$ cat src/rtl/controller_led_blink_pio_if.sv
// Avalon-MM slave bus bundle for the LED blink PIO; the master drives the
// select/write strobes and the slave returns combinational read data.
interface controller_led_blink_pio_if;
    logic [2:0]  address;
    logic        chipselect;
    logic        write_n;
    logic [31:0] writedata;
    logic [31:0] readdata;

    modport master (
        output address,
        output chipselect,
        output write_n,
        output writedata,
        input  readdata
    );

    modport slave (
        input  address,
        input  chipselect,
        input  write_n,
        input  writedata,
        output readdata
    );
endinterface

$ cat src/rtl/controller_led_blink_pio.sv
// LED PIO with set/clear/toggle writes and a shared hardware blink generator.
// Reads are combinational, writes land on the sampling edge, out_port one edge later; never stalls.
module controller_led_blink_pio #(
    parameter int          WIDTH       = 4,
    parameter int          PERIOD_W    = 24,
    parameter logic [31:0] RESET_VALUE = 32'd0
) (
    input  logic                        i_clk,
    input  logic                        i_reset,
    controller_led_blink_pio_if.slave   bus,
    output logic [WIDTH-1:0]            o_out_port
);

    localparam logic [2:0] A_DATA     = 3'd0;
    localparam logic [2:0] A_BLINK_EN = 3'd1;
    localparam logic [2:0] A_PERIOD   = 3'd2;
    localparam logic [2:0] A_STATUS   = 3'd3;
    localparam logic [2:0] A_OUTSET   = 3'd4;
    localparam logic [2:0] A_OUTCLEAR = 3'd5;
    localparam logic [2:0] A_TOGGLE   = 3'd6;

    logic [WIDTH-1:0]    r_data;
    logic [WIDTH-1:0]    r_blink_en;
    logic [PERIOD_W-1:0] r_period;
    logic [PERIOD_W-1:0] r_cnt;
    logic                r_phase;
    logic [WIDTH-1:0]    r_out;

    logic                w_wr;
    logic [WIDTH-1:0]    w_wd;
    logic [PERIOD_W-1:0] w_wp;
    logic                w_unused;

    assign w_wr     = bus.chipselect & ~bus.write_n;
    assign w_wd     = bus.writedata[WIDTH-1:0];
    assign w_wp     = bus.writedata[PERIOD_W-1:0];
    assign w_unused = ^bus.writedata;

    always_ff @(posedge i_clk or posedge i_reset) begin
        if (i_reset) begin
            r_data     <= RESET_VALUE[WIDTH-1:0];
            r_blink_en <= '0;
        end else if (w_wr) begin
            case (bus.address)
                A_DATA:     r_data     <= w_wd;
                A_BLINK_EN: r_blink_en <= w_wd;
                A_OUTSET:   r_data     <= r_data | w_wd;
                A_OUTCLEAR: r_data     <= r_data & ~w_wd;
                A_TOGGLE:   r_data     <= r_data ^ w_wd;
                default:    ;
            endcase
        end
    end

    // A PERIOD write outranks counter expiry and restarts in the on-phase.
    always_ff @(posedge i_clk or posedge i_reset) begin
        if (i_reset) begin
            r_period <= '0;
            r_cnt    <= '0;
            r_phase  <= 1'b1;
        end else if (w_wr && bus.address == A_PERIOD) begin
            r_period <= w_wp;
            r_cnt    <= (w_wp == '0) ? '0 : w_wp - PERIOD_W'(1);
            r_phase  <= 1'b1;
        end else if (r_period == '0) begin
            r_cnt    <= '0;
            r_phase  <= 1'b1;
        end else if (r_cnt == '0) begin
            r_cnt    <= r_period - PERIOD_W'(1);
            r_phase  <= ~r_phase;
        end else begin
            r_cnt    <= r_cnt - PERIOD_W'(1);
        end
    end

    always_ff @(posedge i_clk or posedge i_reset) begin
        if (i_reset) begin
            r_out <= RESET_VALUE[WIDTH-1:0];
        end else begin
            r_out <= r_data & (~r_blink_en | {WIDTH{r_phase}});
        end
    end

    assign o_out_port = r_out;

    always_comb begin
        bus.readdata = '0;
        case (bus.address)
            A_DATA:     bus.readdata[WIDTH-1:0]    = r_data;
            A_BLINK_EN: bus.readdata[WIDTH-1:0]    = r_blink_en;
            A_PERIOD:   bus.readdata[PERIOD_W-1:0] = r_period;
            A_STATUS:   bus.readdata[WIDTH-1:0]    = r_out;
            default:    bus.readdata               = '0;
        endcase
    end

endmodule

$ cat src/flat_wrapper.sv
// flat-port wrapper written by rule: the top's interface ports become plain ports
module controller_led_blink_pio_flat 
#(
    parameter int          WIDTH       = 4,
    parameter int          PERIOD_W    = 24,
    parameter logic [31:0] RESET_VALUE = 32'd0
)
  (i_clk, i_reset, o_out_port, bus_address, bus_chipselect, bus_write_n, bus_writedata, bus_readdata);
  controller_led_blink_pio_if bus_i ();
  input  logic i_clk;
  input  logic i_reset;
  output logic [WIDTH-1:0] o_out_port;
  input wire logic [$bits(bus_i.address)-1:0] bus_address;
  input wire logic [$bits(bus_i.chipselect)-1:0] bus_chipselect;
  input wire logic [$bits(bus_i.write_n)-1:0] bus_write_n;
  input wire logic [$bits(bus_i.writedata)-1:0] bus_writedata;
  output wire logic [$bits(bus_i.readdata)-1:0] bus_readdata;
  assign bus_i.address = bus_address;
  assign bus_i.chipselect = bus_chipselect;
  assign bus_i.write_n = bus_write_n;
  assign bus_i.writedata = bus_writedata;
  assign bus_readdata = bus_i.readdata;
  controller_led_blink_pio #(.WIDTH(WIDTH), .PERIOD_W(PERIOD_W), .RESET_VALUE(RESET_VALUE)) u_core (.i_clk(i_clk), .i_reset(i_reset), .bus(bus_i), .o_out_port(o_out_port));
endmodule
$ cat config.mk
export PLATFORM = sky130hd
export DESIGN_NAME = controller_led_blink_pio_flat
export DESIGN_NICKNAME = d
export VERILOG_FILES = /design/src/rtl/controller_led_blink_pio_if.sv /design/src/rtl/controller_led_blink_pio.sv /design/src/flat_wrapper.sv
export SDC_FILE = /design/constraint.sdc
export NUM_CORES = 1
export LEC_CHECK = 0
export CAP_MARGIN = 20
export CORE_ASPECT_RATIO = 0.9
export CORE_MARGIN = 8
export CORE_UTILIZATION = 35
export CTS_BUF_LIST = sky130_fd_sc_hd__clkbuf_8
export CTS_CLUSTER_SIZE = 16
export DETAILED_ROUTE_END_ITERATION = 16
export SLEW_MARGIN = 20
export SYNTH_ARGS = -nofsm -noshare
export SYNTH_HDL_FRONTEND = slang
export SYNTH_SLANG_ARGS = --single-unit
$ cat constraint.sdc
create_clock -name i_clk -period 6.9 [get_ports i_clk]
set_clock_uncertainty 0.2 [all_clocks]
set_input_delay 0.69 -clock i_clk [delete_from_list [all_inputs] [get_ports i_clk]]
set_output_delay 0.69 -clock i_clk [all_outputs]
set_load 0.1 [all_outputs]
# After elaboration in Yosys (flattened, before gate mapping)
# Index checks and enable logic that the tools add are counted.
[op_classes] n_eq_ne=6 n_mux=10 n_reduce_logical=9 addsub=3 bitwise_logic=10
[ops] op="$mux W24" n=4
[ops] op="$logic_not A24 Y1" n=3
[ops] op="$sub A24 B1 Y24 const B" n=3
[ops] op="$pmux W4 S4" n=2
[ops] op="$mux W20" n=1
[ops] op="$eq A3 B3 Y1 const B" n=3
[ops] op="$and A4 B4 Y4" n=2
[ops] op="$not A4 Y4" n=2
[ops] op="$or A4 B4 Y4" n=2
[ops] op="$eq A3 B2 Y1 const B" n=2
[ops] op="$reduce_and A2 Y1" n=2
[ops] op="$reduce_bool A4 Y1" n=1
[ops] op="$xor A4 B4 Y4" n=1
[ops] op="$eq A3 B1 Y1 const B" n=1
[ops] op="$logic_not A3 Y1" n=1
[ops] op="$mux W1" n=3
[ops] op="$reduce_bool A3 Y1" n=1
[ops] op="$not A1 Y1" n=2
[ops] op="$and A1 B1 Y1" n=1
[ops] op="$logic_and A1 B1 Y1" n=1
[word_totals] inputBits=39 output_inout_bits=36 ff_bits=61 word_cells=44

# Longest topological paths before layout
[depth] word_depth=4 ltp_mapped=8

# Worst setup path after synthesis
# OpenSTA, ideal clock, no wires.
[synth_path] path_kind="input to output" from="input bus_address[0]" to="output bus_readdata[23]" t_arrival_ns=3.009 setup_slack_ns=3.001 required_ns=6.010 cell_stages=3 path_cell_list="nand2b_1 clkbuf_1 nor3_1"
[synth_via] elab_chain_cells=2
[synth_rtl] element="start: declaration" line_no="flat_wrapper.sv:13" rtl="input wire logic [$bits(bus_i.address)-1:0] bus_address;"
[synth_rtl] element="$eq A3 B2 Y1" line_no="controller_led_blink_pio.sv:88" rtl="case (bus.address)"
[synth_rtl] element="$mux W20" line_no="controller_led_blink_pio.sv:88"
[synth_rtl] element="end: declaration" line_no="flat_wrapper.sv:17" rtl="output wire logic [$bits(bus_i.readdata)-1:0] bus_readdata;"
# No other way between the ends.

# Final worst setup path
[layout_path] from="input bus_address[0]" to="output bus_readdata[7]"
# The elaborated chain is that of the path after synthesis.

==> out/results.tsv <==
stage	metric	value	unit
outcome	status	finished, final reports clean	
setup_path	r2r_start	u_core.r_cnt[5]$_DFF_PP0_	
synth	synthFlopType	dfrtp_1	
sta	rsz0062_at_grt	no	
setup_path	cp.required	6010	ps
routing	vias_per_cell	5.57	
floorplan	rows	37	
clocking	clk_pin_slew_worst_paths	80	ps
flow_run	maxCapViolCount	0	
layout	drive_above_1_share	7.26	%
floorplan	die_h	119	µm
routing	dr_total_vias	3860	
floorplan	ios	75	
layout	n_fill_cell	1219	
synth	synth_cell_types	68	
power_and_ir_drop	vdd.ir_drop.worst	0.0970	mV
global_routing	grt_pass1_wl	20500	µm
sta	layout_setup_ws	2190	ps
synth	avgSynthCellArea	8.62	µm²
setup_path	end_kind	output port	
synth	synth_adder_area_share	2.97	%
routing	routed_wl	12600	µm
setup_path	reg2reg_slack	3550	ps
global_routing	grt_pass1_vias	3838	
routing	antenna_left	0	
routing	drc_errors	0	
synth	synth_mux_area_share	4.24	%
synth	synthTopCellsByArea	dfrtp_1 36%, nand2_1 6.7%, xnor2_1 4.0%, and2_1 3.6%, a21oi_1 3.2%	
sta	max_freq	212	MHz
layout	antenna_cells	0	
routing	wl_per_cell	18.1	µm
clocking	clock_latency	350	ps
global_routing	grt_usage	16.4	%
setup_path	start_kind	primary input	
synth	synth_top_family_by_area	simple AND/OR/NAND/NOR gates	
layout	layout.nets	580	
synth	async_reset_ff_share	100	%
sta	holdWs	272	ps
layout	area_growth	22.8	%
sta	slew_headroom	34.5	%
sta	finalCritPeriodShare	68.3	%
placement	dp_hpwl	8980	µm
setup_path	critical_path_arrival	3820	ps
synth	synth_compound_area_share	19.3	%
synth	synth_xor_area_share	6.37	%
layout	fin_util	44.2	%
sta	setup_viol	0	
routing	drt-initial-drc-count	330	
floorplan	die_x	130	µm
layout	final_common_cell	nand2_1	
clocking	cts_buffers	9	
setup_path	path_class	primary input to output port	
synth	yosys.area.top_type	dfrtp_1	
sta	min_period	4710	ps
power_and_ir_drop	p_per_area	294	mW/mm²
synth	mappedNetlistArea	0.00413	mm²
clocking	cts_root_buf	clkbuf_8	
clocking	ctsHoldBuffers	0	
synth	synth-seq-cells	61	
synth	synthSimpleGateAreaFrac	25.1	%
global_routing	grt_max_degree	62	
synth	synth-seq-area-share	37.0	%
clocking	cts_setup_buffers	0	
min_path	min-delay-start	u_core.r_blink_en[1]$_DFFE_PP0P_	
setup_path	cp_max_fo	19	
global_routing	antenna_found_initial	0	
floorplan	start_util	36.0	%
sta	tightest_slew	979	ps
synth	synth_edf_count	0	
clocking	cts_num_sinks	61	
placement	pre_cts_ws	1710	ps
synth	yosysTopAreaCellShare	36.4	%
floorplan	die_area	0.0155	mm²
clocking	htree_levels	3	
layout	layout_common_cells	74 x nand2_1, 60 x dfrtp_1, 58 x clkdlybuf4s50_1	
synth	postSynthCellCount	479	
placement	gp_congestion	0.892	
sta	finalSetupTns	0	ps
min_path	hold_class	flop to flop	
placement	port_buffers	58	
clocking	post_cts_resized	0	
routing	dr.pass1.iters	5	
placement	dp.cells	677	
sta	hold_viol_final	0	
setup_path	startpoint	bus_address[0]	
layout	final-instance-count-excl-fill	693	
clocking	cts_tree	done	
clocking	clk_path_buf_depth	2	
global_routing	overflow	0	
synth	synth_warnings	0	
floorplan	core	0.0115	mm²
sta	drv_slew	0	
power_and_ir_drop	p_leak	2.07	nW
## routing by layer
layer  GRT usage [%]  share of wire, %
met1            22.9                47
met2            24.1                43
met3            4.42               8.1
met4            4.95               1.4
met5               0                 0
## per-stage QoR
stage,total power [mW],cell area (µm²)
CTS,1.50,5070
finish,1.49,5070
global placement,1.11,4840
detailed placement,1.12,4840
global route,1.58,5070
floorplan,0.971,4150
## area by class of cell
class / instances / area (µm²) / share of cell area (%)
Clock buffer: 11 / 151 / 2.99
Clock inverter: 5 / 73.8 / 1.46
Inverter: 17 / 63.8 / 1.26
Multi-Input combinational cell: 380 / 2440 / 48.1
Sequential cell: 61 / 1530 / 30.1
Tap cell: 156 / 195 / 3.85
Timing Repair Buffer: 63 / 618 / 12.2
## synth_stat cells, types with 3 or more instances
library cell / count
a211oi_1: 3
nor4_1: 11
nand2_1: 74
a41oi_1: 3
xnor2_1: 19
a31oi_1: 4
a22oi_1: 3
o221ai_1: 5
buf_2: 3
buf_4: 8
o22a_1: 4
mux2i_1: 4
or4_1: 4
nand4_1: 4
nand3_1: 4
xor2_1: 11
o211ai_1: 5
a21oi_1: 26
mux2_2: 4
o21ai_0: 18
nor3_1: 21
dfrtp_1: 60
clkbuf_1: 17
inv_1: 16
a21o_1: 5
mux4_2: 4
or3_1: 13
nand2b_1: 4
and2_1: 24
o22ai_1: 10
nor2_1: 31
ha_1: 9
## worst max-delay path, stage by stage
cell and delay [ps]:
clkdlybuf4s50_1 720, nand2b_1 440, nor2_2 580, and2_1 230
clkdlybuf4s50_1 1140
## where the power goes
part,leakage (nW),internal [mW],total [mW],switching [mW]
Combinational,1.20,0.209,0.539,0.329
Sequential,0.751,0.464,0.584,0.120
Clock,0.121,0.221,0.369,0.148
## final timing paths
kind | cells after the start | to
setup reg to reg | 6 | u_core.r_cnt[22]$_DFF_PP0_
hold / removal | 1 | u_core.o_out_port[1]$_DFF_PP0_
max in group asynchronous | 3 | u_core.r_data[2]$_DFFE_PP0P_
hold reg to reg | 1 | u_core.o_out_port[1]$_DFF_PP0_
setup / recovery | 5 | bus_readdata[7]
min in group asynchronous | 3 | u_core.r_period[7]$_DFFE_PP0P_
## cell families after synthesis
kind of cell,count (synthesis)
xor+xnor,30
other cells,1
fa+ha+maj,10
simple gates,206
buf+inv,45
compound gates,114
flops,61
mux,12
## sequential cells by signal (all words and copies together), names as in the netlist
register	flops
u_core.r_cnt	24
u_core.r_period	24
u_core.o_out_port	4
u_core.r_blink_en	4
u_core.r_data	4
u_core.r_phase	1
Note: power is estimated with default switching activity, not from simulation.
